### config.mk
export PLATFORM = sky130hd
export DESIGN_NAME = decoder
export DESIGN_NICKNAME = d
export VERILOG_FILES = /design/src/rtl/decoder.sv
export SDC_FILE = /design/constraint.sdc
export NUM_CORES = 1
export LEC_CHECK = 0
export CAP_MARGIN = 10
export CELL_PAD_IN_SITES_DETAIL_PLACEMENT = 0
export CELL_PAD_IN_SITES_GLOBAL_PLACEMENT = 1
export CORE_AREA = 5 5 69 71
export DETAILED_ROUTE_END_ITERATION = 7
export DIE_AREA = 0 0 74 76
export PLACE_DENSITY = 0.85
export SYNTH_ARGS = -nofsm -noshare
export SYNTH_HDL_FRONTEND = slang
export SYNTH_SLANG_ARGS = --single-unit
### constraint.sdc
create_clock -name clk -period 1.4 [get_ports clk]
set_input_delay 0.21 -clock clk [delete_from_list [all_inputs] [get_ports clk]]
set_output_delay 0.21 -clock clk [all_outputs]
set_load 0.05 [all_outputs]
### src/rtl/decoder.sv
// Instruction decoder: splits a 16-bit program word into opcode/param fields and
// produces registered register-file, ALU-mux, status and program-counter controls.
module decoder #(
  parameter int DataWidth         = 8,
  parameter int SEL_WIDTH         = 2,
  parameter int PROGRAM_DataWidth = 16,
  parameter int NumOpCodeBits     = 5,
  parameter int ParamBits         = 8,
  parameter int NumStatusBits     = 4
) (
  input  logic                         clk,
  input  logic                         rst,
  input  logic [PROGRAM_DataWidth-1:0] instruction,
  input  logic [NumStatusBits-1:0]     status,
  output logic [NumOpCodeBits-1:0]     opcode,
  output logic [ParamBits-1:0]         param,
  output logic [DataWidth-1:0]         literal_adr,
  output logic [SEL_WIDTH-1:0]         rd_sel1,
  output logic [SEL_WIDTH-1:0]         rd_sel2,
  output logic                         rd_en1,
  output logic                         rd_en2,
  output logic                         wr_en,
  output logic [SEL_WIDTH-1:0]         wr_sel,
  output logic                         sel_reg_in_alu_decoder,
  output logic                         cnt_wr_en,
  output logic                         add_offset,
  output logic                         stat_wr_en,
  output logic                         stat_reg_in_alu_decoder,
  output logic [NumStatusBits-1:0]     status_out
);

  localparam logic [4:0] OP_NOP  = 5'h00;
  localparam logic [4:0] OP_ADD  = 5'h01;
  localparam logic [4:0] OP_SUB  = 5'h02;
  localparam logic [4:0] OP_AND  = 5'h03;
  localparam logic [4:0] OP_OR   = 5'h04;
  localparam logic [4:0] OP_NOT  = 5'h05;
  localparam logic [4:0] OP_XOR  = 5'h06;
  localparam logic [4:0] OP_SHL  = 5'h07;
  localparam logic [4:0] OP_SHR  = 5'h08;
  localparam logic [4:0] OP_VAL  = 5'h09;
  localparam logic [4:0] OP_GOTO = 5'h10;
  localparam logic [4:0] OP_IFZ  = 5'h11;
  localparam logic [4:0] OP_IFNZ = 5'h12;
  localparam logic [4:0] OP_IFEQ = 5'h13;
  localparam logic [4:0] OP_IFST = 5'h14;
  localparam logic [4:0] OP_IFGT = 5'h15;

  localparam int FlagC = 0;
  localparam int FlagZ = 2;

  logic [NumOpCodeBits-1:0] op_w;
  logic [SEL_WIDTH-1:0]     op1_w;
  logic [SEL_WIDTH-1:0]     op2_w;
  logic                     flag_c_w;
  logic                     flag_z_w;

  assign op_w     = instruction[15:11];
  assign op1_w    = instruction[9:8];
  assign op2_w    = instruction[4:3];
  assign flag_c_w = status[FlagC];
  assign flag_z_w = status[FlagZ];

  // Instruction class flags; each class shares one control pattern.
  logic is_alu2_w;
  logic is_not_w;
  logic is_shift_w;
  logic is_val_w;
  logic is_goto_w;
  logic is_cond_w;
  logic cond_taken_w;

  always_comb begin
    is_alu2_w    = 1'b0;
    is_not_w     = 1'b0;
    is_shift_w   = 1'b0;
    is_val_w     = 1'b0;
    is_goto_w    = 1'b0;
    is_cond_w    = 1'b0;
    cond_taken_w = 1'b0;
    case (op_w)
      OP_ADD, OP_SUB, OP_AND, OP_OR, OP_XOR: is_alu2_w  = 1'b1;
      OP_NOT:                                is_not_w   = 1'b1;
      OP_SHL, OP_SHR:                        is_shift_w = 1'b1;
      OP_VAL:                                is_val_w   = 1'b1;
      OP_GOTO:                               is_goto_w  = 1'b1;
      OP_IFZ: begin
        is_cond_w    = 1'b1;
        cond_taken_w = flag_z_w;
      end
      OP_IFNZ: begin
        is_cond_w    = 1'b1;
        cond_taken_w = ~flag_z_w;
      end
      OP_IFEQ: begin
        is_cond_w    = 1'b1;
        cond_taken_w = flag_z_w;
      end
      OP_IFST: begin
        is_cond_w    = 1'b1;
        cond_taken_w = flag_c_w;
      end
      OP_IFGT: begin
        is_cond_w    = 1'b1;
        cond_taken_w = ~flag_z_w & ~flag_c_w;
      end
      default: ;
    endcase
  end

  logic [NumOpCodeBits-1:0] opcode_d,      opcode_q;
  logic [ParamBits-1:0]     param_d,       param_q;
  logic [DataWidth-1:0]     literal_adr_d, literal_adr_q;
  logic [SEL_WIDTH-1:0]     rd_sel1_d,     rd_sel1_q;
  logic [SEL_WIDTH-1:0]     rd_sel2_d,     rd_sel2_q;
  logic                     rd_en1_d,      rd_en1_q;
  logic                     rd_en2_d,      rd_en2_q;
  logic                     wr_en_d,       wr_en_q;
  logic [SEL_WIDTH-1:0]     wr_sel_d,      wr_sel_q;
  logic                     sel_alu_d,     sel_alu_q;
  logic                     cnt_wr_en_d,   cnt_wr_en_q;
  logic                     add_offset_d,  add_offset_q;
  logic                     stat_wr_en_d,  stat_wr_en_q;

  always_comb begin
    opcode_d      = op_w;
    param_d       = instruction[ParamBits-1:0];
    literal_adr_d = instruction[DataWidth-1:0];
    rd_sel1_d     = '0;
    rd_sel2_d     = '0;
    rd_en1_d      = 1'b0;
    rd_en2_d      = 1'b0;
    wr_en_d       = 1'b0;
    wr_sel_d      = '0;
    sel_alu_d     = 1'b0;
    cnt_wr_en_d   = 1'b0;
    add_offset_d  = 1'b0;
    stat_wr_en_d  = 1'b0;

    // Every ALU-producing instruction writes back to OP1 and updates flags.
    if (is_alu2_w || is_not_w || is_shift_w) begin
      sel_alu_d    = 1'b1;
      wr_en_d      = 1'b1;
      wr_sel_d     = op1_w;
      stat_wr_en_d = 1'b1;
    end
    if (is_alu2_w || is_shift_w) begin
      rd_sel1_d = op1_w;
      rd_en1_d  = 1'b1;
    end
    if (is_alu2_w || is_not_w) begin
      rd_sel2_d = op2_w;
      rd_en2_d  = 1'b1;
    end
    if (is_val_w) begin
      wr_en_d  = 1'b1;
      wr_sel_d = op1_w;
    end
    if (is_goto_w) begin
      cnt_wr_en_d = 1'b1;
    end
    if (is_cond_w && cond_taken_w) begin
      cnt_wr_en_d  = 1'b1;
      add_offset_d = 1'b1;
    end
  end

  always_ff @(posedge clk) begin
    if (rst) begin
      opcode_q      <= '0;
      param_q       <= '0;
      literal_adr_q <= '0;
      rd_sel1_q     <= '0;
      rd_sel2_q     <= '0;
      rd_en1_q      <= 1'b0;
      rd_en2_q      <= 1'b0;
      wr_en_q       <= 1'b0;
      wr_sel_q      <= '0;
      sel_alu_q     <= 1'b0;
      cnt_wr_en_q   <= 1'b0;
      add_offset_q  <= 1'b0;
      stat_wr_en_q  <= 1'b0;
    end else begin
      opcode_q      <= opcode_d;
      param_q       <= param_d;
      literal_adr_q <= literal_adr_d;
      rd_sel1_q     <= rd_sel1_d;
      rd_sel2_q     <= rd_sel2_d;
      rd_en1_q      <= rd_en1_d;
      rd_en2_q      <= rd_en2_d;
      wr_en_q       <= wr_en_d;
      wr_sel_q      <= wr_sel_d;
      sel_alu_q     <= sel_alu_d;
      cnt_wr_en_q   <= cnt_wr_en_d;
      add_offset_q  <= add_offset_d;
      stat_wr_en_q  <= stat_wr_en_d;
    end
  end

  assign opcode                  = opcode_q;
  assign param                   = param_q;
  assign literal_adr             = literal_adr_q;
  assign rd_sel1                 = rd_sel1_q;
  assign rd_sel2                 = rd_sel2_q;
  assign rd_en1                  = rd_en1_q;
  assign rd_en2                  = rd_en2_q;
  assign wr_en                   = wr_en_q;
  assign wr_sel                  = wr_sel_q;
  assign sel_reg_in_alu_decoder  = sel_alu_q;
  assign cnt_wr_en               = cnt_wr_en_q;
  assign add_offset              = add_offset_q;
  assign stat_wr_en              = stat_wr_en_q;
  // The decoder never sources flags itself; the status mux always selects the ALU.
  assign stat_reg_in_alu_decoder = 1'b1;
  assign status_out              = '0;

endmodule

==> out/qor.yml, run 1 <==
run_status: "complete, no violations"
maxCapViolCount: 0
fill_cells: 375
synth_cells: 96
die_area_um2: 5620
port-buffer-count: 52
synth_top_area_share_pct: 51.7
grt.total_usage_pct: 7.84
min_from: "instruction[1]"
stdcell_count: 204
wl_met1_um: 920
place_congestion: 0.724
first_pass_iters: 2
yosysWarnings: 0
route.detailed.drc: 0
crit_type: "in -> reg"
wl_met3_um: 182
netlist.top_cell.by_area: "dfxtp_1"
numCtsBuffers: 3
dpl_cell_area_um2: 1880
via_count: 801
setup_viol: 0
grt_max_degree: 14
power_density_nw_per_um2: 889
clkPwrFrac_pct: 23.7
power_frac_seq_pct: 45.2
fp.dieW_um: 74
dp_slack_ps: -244
hold_viol_final: 0
antenna_cells: 0
end_kind: "flop"
fin_util_pct: 46.4
cts.sinks: 25
cts_buffer_depth: 2
row_count: 24
syn_avg_cell_area_um2: 10.1
syn_area_um2: 968
finalMaxSlewViolations: 0
multi_input_area_um2: 348
p_int_mw: 1.21
htreeDepth: 1
overflow: 0
synth_common_cells: "dfxtp_1 (25), buf_4 (14), nor2b_1 (14)"
synth-edff-count: 0
die_h_um: 76
setup_slack_ps: 43.3
rsz0062_at_grt: "no"
layout-drive-gt1-share_pct: 38.8
cts-root-buf: "clkbuf_8"
holdWs_ps: 496
switching_share_pct: 29.5
regArea_um2: 500
hold_path_depth: 2
pin_count: 61
dp.cells: 200
worstPathRequired_ps: 1560
fin_crit_sh_pct: 96.9
area_growth_syn_to_layout_pct: 99.9
cp_max_fo: 4
ir_drop_v: 0.000298
wl_mm: 2.26
yosysUniqueCellTypes: 30
p_sw_uw: 508
antenna_found_initial: 0
ant_nets: 0
seq_area_frac_synth_pct: 51.7
wl_met2_mm: 1.13
cp.arrival_ps: 1520
via_per_inst: 3.93
dp_hpwl_mm: 1.94
async_reset_ff_share_pct: 0
finalNetCount: 175
leakage_nw: 0.801
path_clk_slew_ps: 80
grt_pass1_wl_mm: 3.48
min_to: "literal_adr[1]$_SDFF_PP0_"
max_freq_mhz: 737
synthTopCellsByArea: "dfxtp_1 (52%), buf_4 (11%), nor2b_1 (9.0%), a21oi_1 (2.6%), buf_6 (2.3%)"
start_kind: "primary input"
ys_ff_latch: 25
tritoncts: "yes"
design_area_um2: 1940
yosysMostFrequentCell: "dfxtp_1"
synthFlopType: "dfxtp_1"
start_util_pct: 23.2
fin_crit_ps: 1360
avgRoutedWirePerCell_um: 11.1
coreArea_um2: 4170
drtIter0Drc: 17
top_layer_used: "met4"
combPwrFrac_pct: 31.1
post-cts-setup-buffers: 0
min_path_type: "in -> reg"
grt_pass1_vias: 773
-- flip-flops by register name, indices dropped and copies added, names as in the netlist --
name and count:
literal_adr 8, opcode 5, rd_sel1 2, rd_sel2 2
wr_sel 2, add_offset 1, cnt_wr_en 1, rd_en1 1
rd_en2 1, stat_wr_en 1, wr_en 1
-- layer usage --
| layer | GRT usage [%] | vias to the layer above |
|---|---|---|
| met5 | 0 | - |
| met4 | 3.80 | 0 |
| met3 | 1.06 | 2 |
| met2 | 13.7 | 35 |
| met1 | 9.05 | 359 |
| li1 | - | 405 |
-- worst max-delay path by stage --
stage	from	endpoint	slack (ps)	depth (start not counted)
after global placement	instruction[12]	wr_sel[0]$_SDFF_PP0_	-230	4
final	instruction[12]	wr_sel[0]$_SDFF_PP0_	40	4
after CTS	instruction[12]	wr_sel[0]$_SDFF_PP0_	40	4
after detailed placement	instruction[12]	wr_sel[0]$_SDFF_PP0_	-240	4
after global routing	instruction[12]	wr_sel[0]$_SDFF_PP0_	8	4
after floorplan	instruction[14]	wr_sel[0]$_SDFF_PP0_	200	4
-- cells by family (layout without fill, tap and decap cells) --
group	after synthesis	in the layout	synth area share (%)
simple gates	37	37	24.0
buf+inv	19	72	14.5
xor+xnor	1	1	0.905
flops	25	25	51.7
other cells	2	5	0.775
compound gates	12	12	8.14
-- power by group through the flow --
stage                     clock network [mW]  registers [mW]  logic, mW
after floorplan                            0           0.883      0.172
after global placement                     0           0.794      0.531
after detailed placement                   0           0.796      0.534
after CTS                              0.426           0.779      0.535
after global routing                   0.454           0.783      0.554
final                                  0.407           0.778      0.534
-- critical path, stage by stage --
cell,delay [ps]
clkdlybuf4s50_1,450
or4_1,520
and3_4,190
and2_1,140
-- timing repair --
item,4_1_cts,5_1_grt
gates resized for setup,0,3
hold buffers,0,0
endpoints found under the setup margin,0,7
-- placed cells by master (no fill, tap or decap) --
| cell | Yosys | layout |
|---|---|---|
| and3_1 | 1 | 1 |
| a21boi_0 | 1 | 1 |
| clkbuf_8 | 0 | 3 |
| buf_12 | 0 | 34 |
| o21a_1 | 1 | 1 |
| o311ai_1 | 0 | 1 |
| clkbuf_1 | 1 | 1 |
| nor2b_1 | 14 | 14 |
| and3_4 | 1 | 1 |
| o21bai_1 | 1 | 1 |
| nand2b_1 | 3 | 3 |
| a22oi_1 | 1 | 1 |
| and2_4 | 1 | 1 |
| or3_1 | 1 | 1 |
| a21oi_1 | 5 | 4 |
| or3b_2 | 2 | 2 |
| nor2_1 | 3 | 3 |
| nor3_2 | 1 | 2 |
| and2_1 | 3 | 3 |
| o311a_1 | 1 | 1 |
| or4_1 | 1 | 1 |
| clkdlybuf4s50_1 | 0 | 18 |
| conb_1 | 2 | 5 |
| xor2_1 | 1 | 1 |
| dfxtp_1 | 25 | 25 |
| inv_1 | 1 | 1 |
| o21ai_0 | 1 | 1 |
| a21oi_2 | 0 | 1 |
| nor3_1 | 2 | 1 |
| buf_4 | 14 | 15 |
| nor3b_1 | 1 | 1 |
| nand2_1 | 3 | 3 |
-- metrics by stage --
step | TNS [ps] | total power, mW
3_3_place_gp | -1690 | 1.33
2_1_floorplan | 0 | 1.06
6_report | 0 | 1.72
3_5_place_dp | -1950 | 1.33
4_1_cts | 0 | 1.74
5_1_grt | 0 | 1.79
-- layout make-up --
class	count	area share (%)
Tap cell	52	3.36
Sequential cell	25	25.9
Multi-Input combinational cell	55	18.0
Timing Repair Buffer	67	50.3
Clock buffer	4	2.33
Inverter	1	0.194
(Power assumes the default switching activity.)
==> run 2, diff against run 1 <==
- CORE_AREA: 5 5 69 71 -> 8 8 72 74
- DIE_AREA: 0 0 74 76 -> 0 0 80 82
- GPL_ROUTABILITY_DRIVEN: default -> 0
==> run 2 against run 1 <==
Critical path depth unchanged. Core utilization increased by 0.37 points. Clock power about the same. Global-route usage increased by 0.51 points. Non-clock buffer count decreased by 1. Via count increased by 3.6%. First-iteration DRC count decreased by 12%. Combinational power about the same. Final cell count decreased by 0.49%. Fmax decreased by 0.14%. Sequential share of layout area about the same. Critical path type unchanged.
==> out/qor.yml, run 2 (synthesis gave the netlist of run 1 again) <==
switching_share_pct: 29.8  # +0.26 points
min_path_type: "in -> reg"
setup_slack_ps: 41.4  # -1.86 ps
drtIter0Drc: 15  # -2
fill_cells: 375  # unchanged
run_status: "complete, no violations"
cts_buffer_depth: 2  # unchanged
avgRoutedWirePerCell_um: 12.8  # +16%
fp.dieW_um: 80  # +8.1%
overflow: 0  # unchanged
dpl_cell_area_um2: 1870  # -0.40%
route.detailed.drc: 0  # unchanged
tns_ps: 0  # unchanged
final_common_cell: "buf_12"
finalMaxSlewViolations: 0  # unchanged
ant_nets: 0  # unchanged
grt_pass1_wl_mm: 4.23  # +22%
row_count: 24  # unchanged
max_stage_delay_ps: 530  # about the same
max_freq_mhz: 736  # -0.14%
die_h_um: 82  # +7.9%
cts-root-buf: "clkbuf_8"
combPwrFrac_pct: 31.1  # about the same
setup_viol: 0  # unchanged
fin_util_pct: 46.7  # +0.37 points
dp_slack_ps: -294  # -49.5 ps
coreArea_um2: 4140  # -0.72%
dp.cells: 199  # -0.50%
hold_path_depth: 2  # unchanged
maxCapViolCount: 0  # unchanged
layout_common_cells: "buf_12 (34), dfxtp_1 (25), clkdlybuf4s50_1 (17)"
dp_hpwl_mm: 2.27  # +17%
slowest_stage: "or4_1"
clkPwrFrac_pct: 23.7  # about the same
port-buffer-count: 52  # unchanged
numCtsBuffers: 3  # unchanged
fin_crit_sh_pct: 97.0  # +0.13 points
power_density_nw_per_um2: 890  # +0.20%
area_growth_syn_to_layout_pct: 100  # about the same
p_int_mw: 1.21  # -0.11%
antenna_found_initial: 0  # unchanged
start_util_pct: 23.4  # +0.17 points
crit_chain: "clkdlybuf4s50_1 -> or4_1 -> and3_4 -> and2_4"
path_clk_slew_ps: 80  # about the same
largest_register_ffs: 8  # unchanged
ir_drop_v: 0.000307  # +3.1%
hold_buffers: 0  # unchanged
worstPathRequired_ps: 1560  # about the same
first_pass_iters: 4  # +2
cts.sinks: 25  # unchanged
tritoncts: "yes"
use_met3_pct: 2.63  # +1.6 points
via_per_inst: 4.09  # +4.1%
grt_max_degree: 14  # unchanged
fin_crit_ps: 1360  # +1.86 ps
grtUsageMet1_pct: 7.62  # -1.4 points
via_count: 830  # +3.6%
grt_pass1_vias: 894  # +16%
startpoint: "instruction[12]"
min_from: "instruction[1]"
hold_viol_final: 0  # unchanged
finalNetCount: 174  # -0.57%
wl_mm: 2.60  # +15%
leakage_nw: 0.796  # -0.67%
end_kind: "flop"
design_area_um2: 1940  # about the same
htreeDepth: 1  # unchanged
pin_count: 61  # unchanged
crit_type: "in -> reg"
power_frac_seq_pct: 45.2  # about the same
antenna_cells: 0  # unchanged
p_sw_uw: 514  # +1.2%
gr-max-usage-layer: "met2"
holdWs_ps: 499  # +2.95 ps
die_area_um2: 6560  # +17%
stdcell_count: 203  # -0.49%
rsz0062_at_grt: "no"
total_power_mw: 1.72  # +0.26%
grt.total_usage_pct: 8.35  # +0.51 points
layout-drive-gt1-share_pct: 38.4  # -0.41 points
start_kind: "primary input"
cp.arrival_ps: 1520  # about the same
cp_max_fo: 3  # -1
min_to: "literal_adr[1]$_SDFF_PP0_"
met2_usage_pct: 15.9  # +2.2 points
==> run 2: how the worst max path moves through the flow <==
stage / cells after the start / end / slack, ps
after floorplan: 4 / wr_sel[0]$_SDFF_PP0_ / 200
after global placement: 4 / wr_sel[0]$_SDFF_PP0_ / -260
after detailed placement: 5 / add_offset$_SDFF_PP0_ / -290
final: 4 / wr_sel[1]$_SDFF_PP0_ / 40
after global routing: 5 / add_offset$_SDFF_PP0_ / 5
after CTS: 4 / wr_sel[1]$_SDFF_PP0_ / 70
==> run 2: cell type report <==
type	count	area [µm²]	share of cell area, %
timing repair buffer	66	968	50.0
clock buffer	4	45.0	2.33
multi-input combinational	55	354	18.3
inverter	1	3.75	0.194
tap	52	65.1	3.36
sequential	25	500	25.8
==> run 2: power groups by stage <==
stage	combinational, mW	clock, mW	sequential, mW
2_1_floorplan	0.172	0	0.883
3_3_place_gp	0.529	0	0.795
3_5_place_dp	0.536	0	0.797
4_1_cts	0.535	0.429	0.780
5_1_grt	0.562	0.458	0.784
6_report	0.537	0.409	0.779
==> run 2: routing by layer <==
metal  vias up  share of wire [%]
met5         -                  0
met4         0                1.8
met3         4                8.1
met2        34                 54
met1       388                 36
li1        404                  -
==> run 2: worst max-delay path: cells and delay by family <==
| family | cells | cell delay [ps] |
|---|---|---|
| simple gates | 3 | 870 |
| buf+inv | 1 | 440 |
==> run 2: what timing repair did <==
action | 4_1_cts | 5_1_grt
setup buffers | 0 | 0
resized for setup | 1 | 5
endpoints found under the setup margin | 2 | 3
